[src/rtl/vga_pkg.sv]
// Shared VGA framebuffer constants, sprite indices and FSM encoding for the
// tile plotting path.
package vga_pkg;
  localparam int VGA_SCREEN_W = 160;
  localparam int VGA_SCREEN_H = 120;
  localparam int VGA_COLOR_W  = 3;

  typedef enum logic [1:0] {EMPTY = 2'd0, SELECT = 2'd1, BLACK = 2'd2, WHITE = 2'd3} sprite_e;

  typedef enum logic [1:0] {IDLE, SCAN, DRAIN, DONE} plot_state_e;

  // Bits needed to index v items; never below 1 so tiny tiles still get a port.
  function automatic int clog2(input int v);
    int r;
    r = 1;
    while ((1 << r) < v) r++;
    return r;
  endfunction
endpackage

[src/rtl/tile_scan_counter.sv]
// Column-major dx/dy walker over a TILE x TILE window with a running linear
// index (dx*TILE+dy), built purely from increments.
module tile_scan_counter import vga_pkg::*; #(
  parameter int TILE = 12,
  parameter int CW   = clog2(TILE),
  parameter int AW   = clog2(TILE*TILE)
) (
  input  logic          clock,
  input  logic          resetn,
  input  logic          en,
  output logic [CW-1:0] dx,
  output logic [CW-1:0] dy,
  output logic [AW-1:0] idx,
  output logic          last
);
  localparam logic [CW-1:0] EDGE = CW'(TILE-1);

  assign last = (dx == EDGE) && (dy == EDGE);

  // Wraps to zero after the final pixel so the next tile starts clean.
  always_ff @(posedge clock or negedge resetn) begin
    if (!resetn) begin
      dx  <= '0;
      dy  <= '0;
      idx <= '0;
    end else if (en) begin
      if (last) begin
        dx  <= '0;
        dy  <= '0;
        idx <= '0;
      end else begin
        idx <= idx + 1'b1;
        if (dy == EDGE) begin
          dy <= '0;
          dx <= dx + 1'b1;
        end else begin
          dy <= dy + 1'b1;
        end
      end
    end
  end
endmodule

[src/rtl/tile_plotter.sv]
// Sprite/tile blitter: walks a TILE x TILE window, fetches colours from an
// external sprite ROM and streams clipped, optionally corner-masked pixels.
module tile_plotter import vga_pkg::*; #(
  parameter int TILE     = 12,
  parameter int SEL_W    = 2,
  parameter int X_W      = 8,
  parameter int Y_W      = 7,
  parameter int COLOR_W  = VGA_COLOR_W,
  parameter int SCREEN_W = VGA_SCREEN_W,
  parameter int SCREEN_H = VGA_SCREEN_H,
  parameter int ROM_LAT  = 1
) (
  input  logic                          clock,
  input  logic                          resetn,
  input  logic                          start,
  input  logic [X_W-1:0]                x_in,
  input  logic [Y_W-1:0]                y_in,
  input  logic [SEL_W-1:0]              select,
  input  logic                          mask_corners,
  output logic                          busy,
  output logic                          done,
  output logic [clog2(TILE*TILE)-1:0]   rom_addr,
  output logic [SEL_W-1:0]              rom_sel,
  input  logic [COLOR_W-1:0]            rom_data,
  output logic                          plot,
  output logic [X_W-1:0]                x_out,
  output logic [Y_W-1:0]                y_out,
  output logic [COLOR_W-1:0]            color
);
  localparam int AW = clog2(TILE*TILE);
  localparam int CW = clog2(TILE);
  localparam int OS = ROM_LAT - 1;
  localparam logic [CW-1:0] EDGE = CW'(TILE-1);

  plot_state_e    state;
  logic [X_W-1:0] x_lat;
  logic [Y_W-1:0] y_lat;
  logic           mask_lat;
  logic [1:0]     dcnt;

  logic [CW-1:0]  dx, dy;
  logic [AW-1:0]  idx;
  logic           last;
  logic           issue;

  // Stage 0 travels with rom_addr; stage ROM_LAT-1 meets its rom_data.
  logic [ROM_LAT-1:0]         vld_pipe;
  logic [ROM_LAT-1:0][CW-1:0] dx_pipe;
  logic [ROM_LAT-1:0][CW-1:0] dy_pipe;

  assign issue = ((state == IDLE) && start) || (state == SCAN);

  tile_scan_counter #(.TILE(TILE), .CW(CW), .AW(AW)) u_scan (
    .clock (clock),
    .resetn(resetn),
    .en    (issue),
    .dx    (dx),
    .dy    (dy),
    .idx   (idx),
    .last  (last)
  );

  // Extra bit keeps off-screen coordinates from aliasing back on screen.
  logic [X_W:0] xs;
  logic [Y_W:0] ys;
  logic         corner, on_screen;

  assign xs        = {1'b0, x_lat} + (X_W+1)'(dx_pipe[OS]);
  assign ys        = {1'b0, y_lat} + (Y_W+1)'(dy_pipe[OS]);
  assign corner    = mask_lat && (dx_pipe[OS] == '0 || dx_pipe[OS] == EDGE)
                              && (dy_pipe[OS] == '0 || dy_pipe[OS] == EDGE);
  assign on_screen = (xs < (X_W+1)'(SCREEN_W)) && (ys < (Y_W+1)'(SCREEN_H));

  always_ff @(posedge clock or negedge resetn) begin
    if (!resetn) begin
      state    <= IDLE;
      x_lat    <= '0;
      y_lat    <= '0;
      mask_lat <= 1'b0;
      rom_sel  <= '0;
      rom_addr <= '0;
      dcnt     <= '0;
      busy     <= 1'b0;
      done     <= 1'b0;
      vld_pipe <= '0;
      dx_pipe  <= '0;
      dy_pipe  <= '0;
      plot     <= 1'b0;
      x_out    <= '0;
      y_out    <= '0;
      color    <= '0;
    end else begin
      vld_pipe[0] <= issue;
      dx_pipe[0]  <= dx;
      dy_pipe[0]  <= dy;
      if (issue) rom_addr <= idx;
      for (int i = ROM_LAT-1; i > 0; i--) begin
        vld_pipe[i] <= vld_pipe[i-1];
        dx_pipe[i]  <= dx_pipe[i-1];
        dy_pipe[i]  <= dy_pipe[i-1];
      end

      // Every slot updates the output so timing ignores masking and clipping.
      plot <= vld_pipe[OS] && !corner && on_screen;
      if (vld_pipe[OS]) begin
        x_out <= xs[X_W-1:0];
        y_out <= ys[Y_W-1:0];
        color <= rom_data;
      end

      case (state)
        IDLE: if (start) begin
          x_lat    <= x_in;
          y_lat    <= y_in;
          rom_sel  <= select;
          mask_lat <= mask_corners;
          busy     <= 1'b1;
          state    <= SCAN;
        end
        SCAN: if (last) begin
          dcnt  <= '0;
          state <= DRAIN;
        end
        DRAIN: if (dcnt == 2'(ROM_LAT)) begin
          done  <= 1'b1;
          state <= DONE;
        end else begin
          dcnt <= dcnt + 1'b1;
        end
        DONE: begin
          done  <= 1'b0;
          busy  <= 1'b0;
          state <= IDLE;
        end
        default: state <= IDLE;
      endcase
    end
  end
endmodule

[config.mk]
export PLATFORM = sky130hd
export DESIGN_NAME = tile_plotter
export DESIGN_NICKNAME = d
export VERILOG_FILES = /design/src/rtl/vga_pkg.sv /design/src/rtl/tile_scan_counter.sv /design/src/rtl/tile_plotter.sv
export SDC_FILE = /design/constraint.sdc
export NUM_CORES = 1
export LEC_CHECK = 0
export BUFFER_PORTS_ARGS = -buffer_cell sky130_fd_sc_hd__buf_2
export CORE_MARGIN = 2
export CORE_UTILIZATION = 30
export CTS_CLUSTER_SIZE = 20
export DETAILED_ROUTE_END_ITERATION = 12
export PLACE_DENSITY_LB_ADDON = 0.15
export SLEW_MARGIN = 20
export SYNTH_ARGS = -nofsm -noshare
export SYNTH_HDL_FRONTEND = slang
export SYNTH_HIERARCHICAL = 1
export SYNTH_SLANG_ARGS = --single-unit
[constraint.sdc]
create_clock -name clock -period 2.1 [get_ports clock]
set_input_delay 0.42 -clock clock [delete_from_list [all_inputs] [get_ports clock]]
set_output_delay 0.42 -clock clock [all_outputs]
set_load 0.005 [all_outputs]
==> reports/results.tsv, run 1 <==
metric	value	unit
largest area contributor in the netlist	dfrtp_1	
CTS Buffer Depth	2	
sw power	0.00267	W
RSZ-0062 raised after global routing	false	
vias per cell	4.77	
max-slew violation count	0	
max cap viols	0	
post-DP HPWL	5.33	mm
first-pass GRT wire length	12.6	mm
Post-Syn Area	3640	um^2
core area	11900	um^2
setup violators final	0	
CP endpoint kind	flop	
Power Density	1690	nW/um^2
clock-pin slew on the worst setup and hold paths	60	ps
fin crit period	1930	ps
total grt overflow	0	
ys flop type	dfrtp_1	
ranking of synthesized cells by area	dfrtp_1 52%, mux2_2 12%, ha_1 5.5%	
min-delay worst type	input pin to async pin	
via count	2502	
Max IR drop VDD	0.695	mV
number of global-route vias before repair	2548	
crit-path max FO	5	
fillers	1191	
CTS buffer count	9	
DR WL/cell	14.0	um
Total Routing Usage GR	12.4	%
largest net degree at the start of global routing	44	
Post-synth EDFFs	0	
CP Class	flop to flop	
status	completed	
synth warn	6	
worst path bufs/invs	1	
Clock Power Share	22.4	%
CTS tree	yes	
postcts setup bufs	0	
FF/Latch Area	1900	um^2
Switching Fraction	35.1	%
1st-iter DRT viols	99	
Top delay family on crit path	compound AO/OA/AOI/OAI gates	
fin crit share	92.1	%
DP Worst Slack	91.8	ps
clock root buffer	clkbuf_16	
Post-Syn Nets	346	
H-Tree Depth	3	
GPL Wtd Cong	0.779	
Die W	114	um
setup tns final	0	ps
total power	0.00759	W
Routed Antenna Nets	0	
Max Fclk	517	MHz
ys async rst share	100	%
Synth Register Bits	76	
area of the multi-input gates	1630	um^2
Mean Syn Cell Area	12.0	um^2
P_int	0.00493	W
Synth top area share	52.3	%
clk_skew	7.34	ps
Port Buffers	54	
Critical Path RT	2320	ps
Die Y-Extent	114	um
worst path arrival time	2150	ps
Clock Latency Late Sink	330	ps
combinational cell fraction of total power	41.4	%
io pins	55	
crit-path max cell delay	400	ps
worst slew pin tran	451	ps
Starting Density	30.6	%
Die Footprint	13000	um^2
CP max-delay cell	dfrtp_1	
drt first pass iters	4	
Sequential Power Share	36.2	%
Post-Syn Instances	304	
layout cell share with drive strength beyond 1	35.3	%
ant diodes	0	
Hold Fails Final Rpt	0	
post-synthesis sequential area ratio	52.3	%
Slew HR	70.0	%
Final #Nets	414	
crit start category	flop	
row count	40	
drt total wl	7.33	mm
Synth cell types	56	
static leakage	2.03	nW
antenna violations before repair	0	
final setup margin	166	ps
synth-to-layout area growth	23.2	%
clk sinks	76	
Post-route DRC	0	
CP cell instances	ha_1 > inv_1 > fa_2 > nor2b_4 > o31a_4 > a41oi_2 > o311ai_1 > a311oi_1	
## worst paths after layout
check	slack [ps]	end	cells past startpoint	from
hold / removal	30	x_out[1]$_DFFE_PN0P_	1	resetn
max in group asynchronous	1470	state[0]$_DFFE_PN0P_	2	resetn
hold reg to reg	420	dx_pipe[1]$_DFF_PN0_	0	u_scan/dx[1]$_DFFE_PN0P_
setup reg to reg	170	plot$_DFF_PN0_	8	dx_pipe[0]$_DFF_PN0_
min in group clock	320	x_lat[2]$_DFFE_PN0P_	2	x_in[2]
setup / recovery	170	plot$_DFF_PN0_	8	dx_pipe[0]$_DFF_PN0_
## routing by layer
metal	share of wire, %	global-route usage [%]
met5	0	0
met4	0.98	3.90
met3	4.9	3.81
met2	47	19.6
met1	47	16.3
## synth_stat cells, drive strengths merged, types with 2 or more instances
cell,count
a31oi,3
a41oi,2
mux2,41
nor2b,4
a32oi,2
inv,21
o2111ai,3
o22ai,3
a21oi,15
nand3,6
ha,16
a21o,3
o221ai,3
xor2,4
a211oi,2
nand3b,3
xnor2,8
and3,6
dfrtp,76
nor3,6
o311ai,2
buf,5
and4b,2
fa,2
o21ai,18
nor2,14
nand2,17
## placed cells by master (no fill, tap or decap), types with 2 or more instances in the layout
cell       netlist  routed
buf_4            1       9
mux2_2          40      40
fa_2             0       2
inv_1           21      21
o311ai_1         2       2
nor2b_1          3       3
xnor2_1          8       8
o2111ai_1        3       3
a211oi_1         2       2
xor2_1           4       4
clkbuf_16        0       9
nor2_1          13      13
o21ai_1          2       2
a21o_1           3       3
o21ai_0         16      16
buf_2            2      53
nand3_1          6       6
nor3_1           5       5
o221ai_1         3       3
a31oi_1          3       3
a21oi_1         13      12
nand2_1         16      16
dfrtp_1         76      76
a32oi_1          2       2
nand3b_1         3       3
bufinv_16        0       2
o22ai_1          2       2
clkbuf_8         0       2
a21oi_2          2       3
and4b_1          2       2
ha_1            16      16
and3_1           6       6
## kinds of logic (layout without fill, tap and decap cells)
| kind of cell | Yosys count | in the layout | share of synthesized area (%) |
|---|---|---|---|
| compound gates | 67 | 67 | 12.9 |
| xor+xnor | 12 | 12 | 2.89 |
| fa+ha+maj | 18 | 18 | 6.60 |
| buf+inv | 27 | 100 | 3.16 |
| flops | 76 | 76 | 52.3 |
| mux | 42 | 42 | 13.1 |
| simple gates | 62 | 62 | 9.18 |
## state kept, by name (all words and copies together), names as in the netlist
| register | count |
|---|---|
| y_out | 7 |
| x_out | 8 |
| dcnt | 2 |
| vld_pipe | 1 |
| color | 3 |
| dy_pipe | 4 |
| rom_sel | 2 |
| state | 2 |
| x_lat | 8 |
| y_lat | 7 |
| u_scan/dy | 4 |
| rom_addr | 8 |
| done | 1 |
| dx_pipe | 4 |
| busy | 1 |
| u_scan/idx | 8 |
| mask_lat | 1 |
| u_scan/dx | 4 |
| plot | 1 |
## worst reg2reg max path: stages (launching register included)
cell and delay (ps):
dfrtp_1 400, ha_1 200, inv_1 70, fa_2 240, nor2b_4 50, o31a_4 300
a41oi_2 190, o311ai_1 120, a311oi_1 250
## repair_timing
action,4_1_cts,5_1_grt
hold buffers,0,0
setup endpoints to repair,0,1
gates resized for setup,0,3
## layout make-up
cell class,count,share of cell area [%]
Clock buffer,11,5.64
Clock inverter,5,1.84
Tap cell,147,4.10
Timing Repair Buffer,63,7.87
Sequential cell,76,42.4
Inverter,21,1.76
Multi-Input combinational cell,201,36.4
## power groups by stage
stage	Sequential (W)	Combinational [W]	Clock [W]
after CTS	0.00276	0.00318	0.00177
after floorplan	0.00267	0.00228	0
after global placement	0.00276	0.00310	0
after global routing	0.00287	0.00359	0.00183
after detailed placement	0.00278	0.00317	0
final	0.00275	0.00314	0.00170
## stage by stage
stage | cell area (um^2) | cells | utilization (%) | hold slack, ps
after floorplan | 3640 | 304 | - | 124
after global placement | 4140 | 508 | 34.8 | 402
after detailed placement | 4140 | 508 | 34.8 | 408
after CTS | 4480 | 524 | 37.6 | 48.9
after global routing | 4480 | 524 | 37.6 | 62.9
final | 4480 | 524 | 37.6 | 34.6
Note: power is estimated with default switching activity, not from simulation.
==> run 2: changes to the inputs <==
Settings changed: SLEW_MARGIN 20 to 5.
Clock period 2.1 ns to 2.3 ns, I/O delays scaled along.
==> run 2 against run 1 <==
Against the previous run:
- count of clock-buffer cells in the layout unchanged
- fmax fell by 1.4%
- combinational power is 10% lower
- largest cell class unchanged
- clock skew down 1.8 ps
==> reports/results.tsv, run 2 (synthesis gave the netlist of run 1 again) <==
metric	value	unit	change
Critical Path RT	2530	ps	+210 ps
ant diodes	0		unchanged
Routed Antenna Nets	0		unchanged
DR WL/cell	13.8	um	-1.2%
vias per cell	4.83		+1.1%
CP endpoint kind	flop		
Power Density	1530	nW/um^2	-9.4%
max cap viols	0		unchanged
Final #Nets	413		-0.24%
layout cell share with drive strength beyond 1	34.1	%	-1.1 points
CTS Buffer Depth	2		unchanged
largest net degree at the start of global routing	44		unchanged
row count	40		unchanged
worst reg-to-reg setup slack	340	ps	+170 ps
fin area	4460	um^2	-0.59%
drt total wl	7.22	mm	-1.6%
H-Tree Depth	3		unchanged
CTS buffer count	9		unchanged
clk_skew	5.55	ps	-1.79 ps
max-slew violation count	0		unchanged
Total Routing Usage GR	12.1	%	-0.28 points
Max IR drop VDD	0.710	mV	+2.2%
Die Footprint	13000	um^2	unchanged
clk sinks	76		unchanged
FF-to-FF End	plot$_DFF_PN0_		
antenna violations before repair	0		unchanged
status	completed		
GPL Wtd Cong	0.762		-2.2%
Hold Buf Count CTS	0		unchanged
Post-route DRC	0		unchanged
core area	11900	um^2	unchanged
postcts setup bufs	0		unchanged
final core utilization	37.4	%	-0.22 points
via count	2519		+0.68%
1st-iter DRT viols	109		+10%
Clock Latency Late Sink	330	ps	about the same
worst slew pin tran	464	ps	+13.8 ps
Hold Fails Final Rpt	0		unchanged
fin crit period	1960	ps	+27.7 ps
number of global-route vias before repair	2436		-4.4%
Placed Area	4130	um^2	-0.18%
RSZ-0062 raised after global routing	false		
min-delay worst type	input pin to async pin		
post-DP HPWL	5.19	mm	-2.7%
crit-path max FO	3		-2
setup tns final	0	ps	unchanged
Die W	114	um	unchanged
commonest non-fill, non-tap cell in the layout	dfrtp_1		
worst path bufs/invs	0		-1
total grt overflow	0		unchanged
most frequent cells in the layout	76 x dfrtp_1, 53 x buf_2, 40 x mux2_2		
worst path arrival time	2190	ps	+40 ps
Starting Density	30.6	%	unchanged
crit-path max cell delay	430	ps	+30 ps
Slew HR	69.0	%	-0.92 points
synth-to-layout area growth	22.5	%	
static leakage	2.02	nW	-0.58%
Max Fclk	510	MHz	-1.4%
r2r worst-path depth	7		-1
Top delay family on crit path	compound AO/OA/AOI/OAI gates		
fin crit share	85.3	%	-6.8 points
Port Buffers	54		unchanged
setup violators final	0		unchanged
CTS tree	yes		
clock root buffer	clkbuf_16		
Reg-to-Reg Start	dy_pipe[0]$_DFF_PN0_		
first-pass GRT wire length	12.3	mm	-2.8%
drt first pass iters	4		unchanged
clock-pin slew on the worst setup and hold paths	60	ps	about the same
crit start category	flop		
io pins	55		unchanged
CP Class	flop to flop		
CP cell instances	ha_1 > fa_1 > a21oi_1 > o21ai_1 > a32oi_1 > o21ai_0 > a311oi_1		
Post-CTS Resized	0		unchanged
Die Y-Extent	114	um	unchanged
hold slack final	79.0	ps	+44.4 ps
CP max-delay cell	fa_1		
## run 2: cell type report
type                       instances  area [um^2]
clock inverter                     4         72.6
timing repair buffer              62          345
sequential                        76         1900
clock buffer                      11          253
inverter                          21         78.8
multi-input combinational        201         1620
fill                            1183         7450
tap                              147          184
## run 2: how the worst max path moves through the flow
stage | start | to | slack, ps | cells after the start
floorplan | state[0]$_DFFE_PN0P_ | u_scan/dx[2]$_DFFE_PN0P_ | 240 | 9
global route | u_scan/dy[0]$_DFFE_PN0P_ | state[1]$_DFFE_PN0P_ | 220 | 7
finish | dy_pipe[0]$_DFF_PN0_ | plot$_DFF_PN0_ | 340 | 7
CTS | dy_pipe[0]$_DFF_PN0_ | plot$_DFF_PN0_ | 330 | 7
global placement | dy_pipe[0]$_DFF_PN0_ | plot$_DFF_PN0_ | 380 | 7
detailed placement | dy_pipe[0]$_DFF_PN0_ | plot$_DFF_PN0_ | 360 | 7
## run 2: worst register-to-register path, delay by kind of cell, from the launching register on
family                   cells  cell delay (ps)
adder cells (fa/ha/maj)      2              640
AO/OA/AOI/OAI                5              830
flip-flops                   1              390
## run 2: power by group
| group | internal (W) | switching [W] |
|---|---|---|
| registers | 0.00198 | 0.000517 |
| logic | 0.00148 | 0.00134 |
| clock network | 0.00100 | 0.000520 |
| total | 0.00447 | 0.00238 |
## run 2: metal layers
metal  up-vias  wire length (um)  track usage, %  share of wire, %
met2        67              3280            19.1                45
met1      1197              3440            15.4                48
met3        18               324            3.76               4.5
met5         -                 0               0                 0
met4         0               165            4.88               2.3
li1       1237                 -               -                 -
## run 2: stage by stage
stage	instances	power, W	setup slack (ps)
after floorplan	304	0.00452	236
after global placement	507	0.00534	384
after detailed placement	507	0.00539	358
after CTS	522	0.00696	327
after global routing	522	0.00744	219
final	522	0.00684	339
